<file path="config.mk">
export PLATFORM = sky130hd
export DESIGN_NAME = telem_tx
export DESIGN_NICKNAME = d
export VERILOG_FILES = /design/src/rtl/telem_tx.sv
export SDC_FILE = /design/constraint.sdc
export NUM_CORES = 1
export LEC_CHECK = 0
export CORE_ASPECT_RATIO = 0.8
export CORE_MARGIN = 1.5
export CORE_UTILIZATION = 40
export DETAILED_ROUTE_END_ITERATION = 16
export PLACE_DENSITY = 0.68
export SYNTH_ARGS = -nofsm -noshare
export SYNTH_HDL_FRONTEND = slang
export SYNTH_SLANG_ARGS = --single-unit
</file>
<file path="constraint.sdc">
create_clock -name clk -period 3.21 [get_ports clk]
set_clock_uncertainty 0.15 [all_clocks]
set_input_delay 0.4815 -clock clk [delete_from_list [all_inputs] [get_ports clk]]
set_output_delay 0.4815 -clock clk [all_outputs]
set_load 0.02 [all_outputs]
</file>
<file path="src/rtl/telem_tx.sv">
// telem_tx: periodic UART telemetry frame (AA 55 batt torque curr), 8N1, LSB first.
// Optional macro TELEM_CHKSUM_EN appends a 9th byte: mod-256 sum of bytes 2..7.
module telem_tx #(
    parameter int BAUD_DIV    = 2604,
    parameter int PERIOD_BITS = 20
) (
    input  logic        clk,
    input  logic        rst,
    input  logic [11:0] batt,
    input  logic [11:0] avg_torque,
    input  logic [11:0] avg_curr,
    output logic        TX,
    output logic        busy,
    output logic        frm_done
);
`ifdef TELEM_CHKSUM_EN
    localparam int IW = 4;
    localparam int NB = 9;
`else
    localparam int IW = 3;
    localparam int NB = 8;
`endif
    localparam int BW = (BAUD_DIV > 2) ? $clog2(BAUD_DIV) : 1;
    localparam logic [BW-1:0] BLAST = BW'(BAUD_DIV - 1);
    localparam logic [BW-1:0] BPRE  = BW'(BAUD_DIV - 2);
    localparam logic [IW-1:0] LAST  = IW'(NB - 1);

    typedef enum logic [1:0] {IDLE, LOAD, SHIFT} state_t;

    state_t                 state_q, state_d;
    logic [PERIOD_BITS-1:0] per_q;
    logic [BW-1:0]          baud_q, baud_d;
    logic [3:0]             bit_q, bit_d;
    logic [IW-1:0]          idx_q, idx_d;
    logic [7:0]             sh_q, sh_d;
    logic                   tx_q, tx_d, busy_q, busy_d, done_q, done_d;
    logic [11:0]            batt_q, batt_d, torq_q, torq_d, curr_q, curr_d;
    logic                   req;
    logic [NB-1:0][7:0]     frm_b;

    assign req      = &per_q;
    assign TX       = tx_q;
    assign busy     = busy_q;
    assign frm_done = done_q;

`ifdef TELEM_CHKSUM_EN
    logic [7:0] chk;
    assign chk   = {4'h0, batt_q[11:8]} + batt_q[7:0] + {4'h0, torq_q[11:8]} + torq_q[7:0]
                 + {4'h0, curr_q[11:8]} + curr_q[7:0];
    assign frm_b = {chk, curr_q[7:0], {4'h0, curr_q[11:8]}, torq_q[7:0], {4'h0, torq_q[11:8]},
                    batt_q[7:0], {4'h0, batt_q[11:8]}, 8'h55, 8'hAA};
`else
    assign frm_b = {curr_q[7:0], {4'h0, curr_q[11:8]}, torq_q[7:0], {4'h0, torq_q[11:8]},
                    batt_q[7:0], {4'h0, batt_q[11:8]}, 8'h55, 8'hAA};
`endif

    // State, counters, snapshots and registered line outputs; reset forces the line idle at once.
    always_ff @(posedge clk or posedge rst) begin
        if (rst) begin
            state_q <= IDLE;
            per_q   <= '0;
            baud_q  <= '0;
            bit_q   <= '0;
            idx_q   <= '0;
            sh_q    <= '0;
            tx_q    <= 1'b1;
            busy_q  <= 1'b0;
            done_q  <= 1'b0;
            batt_q  <= '0;
            torq_q  <= '0;
            curr_q  <= '0;
        end else begin
            state_q <= state_d;
            per_q   <= per_q + 1'b1;
            baud_q  <= baud_d;
            bit_q   <= bit_d;
            idx_q   <= idx_d;
            sh_q    <= sh_d;
            tx_q    <= tx_d;
            busy_q  <= busy_d;
            done_q  <= done_d;
            batt_q  <= batt_d;
            torq_q  <= torq_d;
            curr_q  <= curr_d;
        end
    end

    // Next state: the inter-byte stop bit ends one clock early so the LOAD clock completes it.
    always_comb begin
        state_d = state_q;
        baud_d  = baud_q;
        bit_d   = bit_q;
        idx_d   = idx_q;
        sh_d    = sh_q;
        tx_d    = tx_q;
        busy_d  = busy_q;
        done_d  = 1'b0;
        batt_d  = batt_q;
        torq_d  = torq_q;
        curr_d  = curr_q;
        case (state_q)
            IDLE: begin
                idx_d  = '0;
                tx_d   = 1'b1;
                busy_d = 1'b0;
                if (req) begin
                    state_d = LOAD;
                    batt_d  = batt;
                    torq_d  = avg_torque;
                    curr_d  = avg_curr;
                end
            end
            LOAD: begin
                sh_d    = frm_b[idx_q];
                tx_d    = 1'b0;
                busy_d  = 1'b1;
                baud_d  = '0;
                bit_d   = '0;
                state_d = SHIFT;
            end
            SHIFT: begin
                baud_d = baud_q + 1'b1;
                if (bit_q == 4'd9 && idx_q != LAST && baud_q == BPRE) begin
                    state_d = LOAD;
                    idx_d   = idx_q + 1'b1;
                end else if (baud_q == BLAST) begin
                    baud_d = '0;
                    if (bit_q == 4'd9) begin
                        state_d = IDLE;
                        busy_d  = 1'b0;
                        done_d  = 1'b1;
                    end else begin
                        bit_d = bit_q + 1'b1;
                        tx_d  = sh_q[0];
                        sh_d  = {1'b1, sh_q[7:1]};
                    end
                end
            end
            default: state_d = IDLE;
        endcase
    end
endmodule

</file>
# Word-level counts from Yosys, hierarchy flattened
# Index checks and enable logic that the tools add are counted.
# word_totals
regBits	88
inputBits	38
word_cells	76
# op_classes
add_sub_neg	4
magnitude_cmp	1
n_eq_ne	14
mux	32
n_reduce_logical	13
# op_table
cell	count
8-bit 2-to-1 mux	4
8-bit binary-select mux with 3-bit select	1
12-bit equality test (second input constant)	2
12-bit 2-to-1 mux	2
12-bit case mux with 2 select lines	1
21-bit AND reduction	1
20-bit by 1-bit adder with 20-bit output (second input constant)	1
20-bit AND reduction	1
8-bit case mux with 2 select lines	1
12-bit by 1-bit adder with 12-bit output (second input constant)	1
4-bit 2-to-1 mux	3
2-bit != test (second input constant)	6
4-bit AND reduction	3
1-bit 2-to-1 mux	10
3-bit != test (second input constant)	3
2-bit 2-to-1 mux	4
4-bit case mux with 2 select lines	1
1-bit case mux with 3 select lines	2
2-bit case mux with 3 select lines	1
3-bit case mux with 2 select lines	1
4-bit by 1-bit adder with 4-bit output (second input constant)	1
4-bit equality test (second input constant)	1
3-bit by 4-bit < comparator with 1-bit output (second input constant)	1
2-bit nonzero test	2
9 further kinds	10

# Logic depth before layout (Yosys ltp)
# logic_depth
word_depth	5
mapped_depth	8
ltp_nobuf	7

# Worst setup path after synthesis
# OpenSTA, ideal clock, no wires.
# synth_timing
path_kind	register to register
startpoint	register per_q[0]
endpoint	register torq_q[10]
setup_time_ns	0.125
arrival_time_ns	1.673
path_slack_ns	1.263
path_stages_with_launch	7
path_buffers	1
period_less_slack_ns	1.947
path_cell_list	dfrtp_1 > ha_1 > nand3_4 > nor3_4 > nand4_4 > clkbuf_8 > mux2_2
# synth_via
elab_chain_cells	1
# synth_rtl
element	line	text
start: declaration	31	logic [PERIOD_BITS-1:0] per_q;
start signal: assignment	74	per_q <= per_q + 1'b1;
21-bit AND reduction (no line)	n/a	
end signal: assignment	83	torq_q <= torq_d;
end: declaration	37	logic [11:0] batt_q, batt_d, torq_q, torq_d, curr_q, curr_d;
# Every way passes these cells.
# A chain may end at the register's enable or synchronous reset.

# Worst setup path after layout
# layout_timing
startpoint	register baud_q[8]
endpoint	register baud_q[7]
# layout_via
elab_chain_cells	4
word_cells_on_any_way	6
cone_classes	eq/ne (2); mux (3); reduce/logical (1)
# layout_rtl
element	line	text
start: declaration	32	logic [BW-1:0] baud_q, baud_d;
start signal: assignment	75	baud_q <= baud_d;
12-bit equality test, on equally long branches	126, 123	
12-bit 2-to-1 mux / 1-bit logical AND (equally long branches)	126, 123	
12-bit 2-to-1 mux *	123	if (bit_q == 4'd9 && idx_q != LAST && baud_q == BPRE) begin
12-bit case mux with 2 select lines *	101	case (state_q)
# Mark *: on every way between the ends. The rest lies on a longest branch, timed or not.

==> metrics.md <==
| Metric | Value |
|---|---|
| First-pass GRT wire length | 13600 µm |
| Critical-path maximum fanout | 8 |
| Mean post-synth cell area | between 10 and 15 µm² |
| # placed instances | 534 |
| Pleak | around 2.2 nW |
| Final WS setup | 0.993 ns |
| Clock buffer depth | 2 |
| Cell variety after synth | 53 |
| Critical-path cell list | nor4b_1 > nand4_1 > o21ai_1 > and2_1 > nor2_1 |
| Root Driver | clkbuf_16 |
| Pre-CTS setup slack | between 0.9 and 1 ns |
| Endpoint arrival time on the critical path | between 2 and 2.5 ns |
| Status | complete, no violations |
| Hold_buf cts | 0 |
| Vias in the first global route | around 2800 |
| Gp weighted congestion | 0.752 |
| Setup_tns | 0 ns |
| Synth Flop Type | dfrtp_1 |
| Count leader, synth | dfrtp_1 |
| Initial DRC Count | ~130 |
| Area leader, netlist | dfrtp_1 |
| Crit path launch type | flop |
| Layout area overhead | 20.9% |
| DIE AREA | 0.0113 mm² |
| Grt ovf | 0 |
| Flops & latches, synth | 88 |
| Setup crit end kind | flop |
| Critical path buffers and inverters | 0 |
| RSZ-0062 raised after global routing | false |
| Area share of the largest cell type after synthesis | 0.511 |
| Max-cap viol count | 0 |
| Max-slew headroom | 0.488 |
| ANT nets after route | 0 |
| CTS tree | yes |
| Syn. warnings | 0 |
| Post-CTS Setup Bufs | 0 |
| Via-per-instance ratio | 5.13 |
| DRC violations left | 0 |
| Initial antenna violation count | 0 |
| Detailed Route WL | approximately 7800 µm |
| Power Density | ~460 mW/mm² |
| Drt wl/cell | 14.3 µm |
| EDFF count, synth | 0 |
| Fmax | 451 MHz |
| Hold WS | between 0.3 and 0.4 ns |
| Final-report hold violation count | 0 |
| Starting Density | 0.413 |
| PostCTS Resize Cnt | 0 |
| Via Count | 2824 |
| Slew Limit Fails | 0 |
| Final #Nets | 455 |
| Ys async rst share | 1.00 |
| Max incr delay on CP | 0.42 ns |
| Die Y | 95.3 µm |
| Ports | 41 |
| Syn Nets | about 410 |
| Post-synth top cells | dfrtp_1, mux2_2, nor2_1 |
| Tmin final | 2.22 ns |
| Row count | 33 |
| Num CTS Buffers | 9 |
| I/O Buffers | 40 |
| Core footprint | 0.0103 mm² |
| Synth top area cells | dfrtp_1, mux2_2, xnor2_1, ha_1, nor2_1 |
| Half-perimeter wire length after placement | 5530 µm |
| DP Area | 0.00482 mm² |
| Fin area | 0.00515 mm² |
| Clock-pin slew on the worst setup and hold paths | 0.06 ns |
| H-tree depth | 3 |
| Final setup fails | 0 |
| Final Power | roughly 2.4 mW |
| Cell count along the critical path | 5 |
| Clock Latency Late Sink | 0.34 ns |
| Die X | 118 µm |
| Finished Layout Cells | 550 |
| Syn Inst Count | 361 |
| Largest net degree at the start of global routing | 47 |
| Crit Path Class | flop to flop |
| Worst slew pin tran | 0.767 ns |
| N_diodes | 0 |
| Post-Syn Area | 0.00426 mm² |
| Fin util | 0.499 |
| Period utilization | 0.691 |
| Share of layout cells above drive strength 1 | 0.176 |
| CP max stage cell | dfrtp_1 |
| Sequential share of the synthesized area | 0.517 |
| Worst VDD drop | 0.341 mV |
| Clock Sinks | 88 |
| Worst path top cell family by delay | simple AND/OR/NAND/NOR gates |
| Gr usage total | 0.150 |
| CP required | 3.27 ns |
| R2R depth | 5 |
| Worst Hold Class | flop to flop |
| Drt pass-1 iters | 4 |
| Hold depth | 1 |
[where the power goes]
part	switching [mW]	internal (mW)	leakage [nW]	total, mW
combinational	0.0349	0.0625	0.923	0.0975
clock	0.438	0.706	0.155	1.14
sequential	0.0107	1.13	1.13	1.14
total	0.483	1.90	2.21	2.38
[cell type report]
cell class                      count  area, µm²
Timing Repair Buffer               46        458
Tap cell                          140        175
Inverter                           13       50.0
Clock inverter                      6       92.6
Multi-Input combinational cell    247       1930
Sequential cell                    88       2200
Clock buffer                       10        239
Fill cell                         934       5170
[placed cells by master (no fill, tap or decap), types with 3 or more instances in the layout]
| cell type | instances |
|---|---|
| dfrtp_1 | 87 |
| clkdlybuf4s50_1 | 40 |
| mux2_2 | 37 |
| nor2_1 | 26 |
| nand3_1 | 18 |
| nand2_1 | 18 |
| xnor2_1 | 18 |
| a21oi_1 | 16 |
| inv_1 | 12 |
| o21ai_0 | 12 |
| ha_1 | 12 |
| xor2_1 | 10 |
| nand4_1 | 9 |
| mux2i_1 | 9 |
| clkbuf_16 | 9 |
| o22ai_1 | 6 |
| nor2b_1 | 5 |
| buf_4 | 5 |
| nand2b_1 | 4 |
| mux4_2 | 4 |
| and3_1 | 4 |
| o21ai_1 | 3 |
| and4_1 | 3 |
[path summary, 6_finish.rpt]
| check | startpoint | end | slack (ns) |
|---|---|---|---|
| setup / recovery | baud_q[8] | baud_q[7] | 0.99 |
| hold / removal | per_q[6] | per_q[6] | 0.32 |
| setup reg to reg | baud_q[8] | baud_q[7] | 0.99 |
| hold reg to reg | per_q[6] | per_q[6] | 0.32 |
| max in group asynchronous | rst | torq_q[7] | 1.80 |
| min in group asynchronous | rst | per_q[7] | 0.44 |
[sequential cells by signal (all words and copies together), names as in the netlist]
signal    cells
per_q        20
TX            1
idx_q         3
state_q       2
frm_done      1
bit_q         4
curr_q       12
batt_q       12
baud_q       12
torq_q       12
busy          1
sh_q          8
[metal layers]
layer	track usage	routed length (µm)	vias up
met5	0	0	-
met4	0.0396	86	0
met3	0.0371	287	7
met2	0.237	3570	47
met1	0.209	3900	1388
li1	-	-	1382
[kinds of logic after synthesis]
logic type / after synthesis / synth area share
AO/OA/AOI/OAI: 53 / 0.0784
XOR/XNOR: 28 / 0.0576
adder cells (fa/ha/maj): 12 / 0.0353
buffers and inverters: 26 / 0.0297
flip-flops: 88 / 0.517
multiplexers: 50 / 0.140
AND/OR/NAND/NOR: 104 / 0.142
Note: power is estimated with default switching activity, not from simulation.
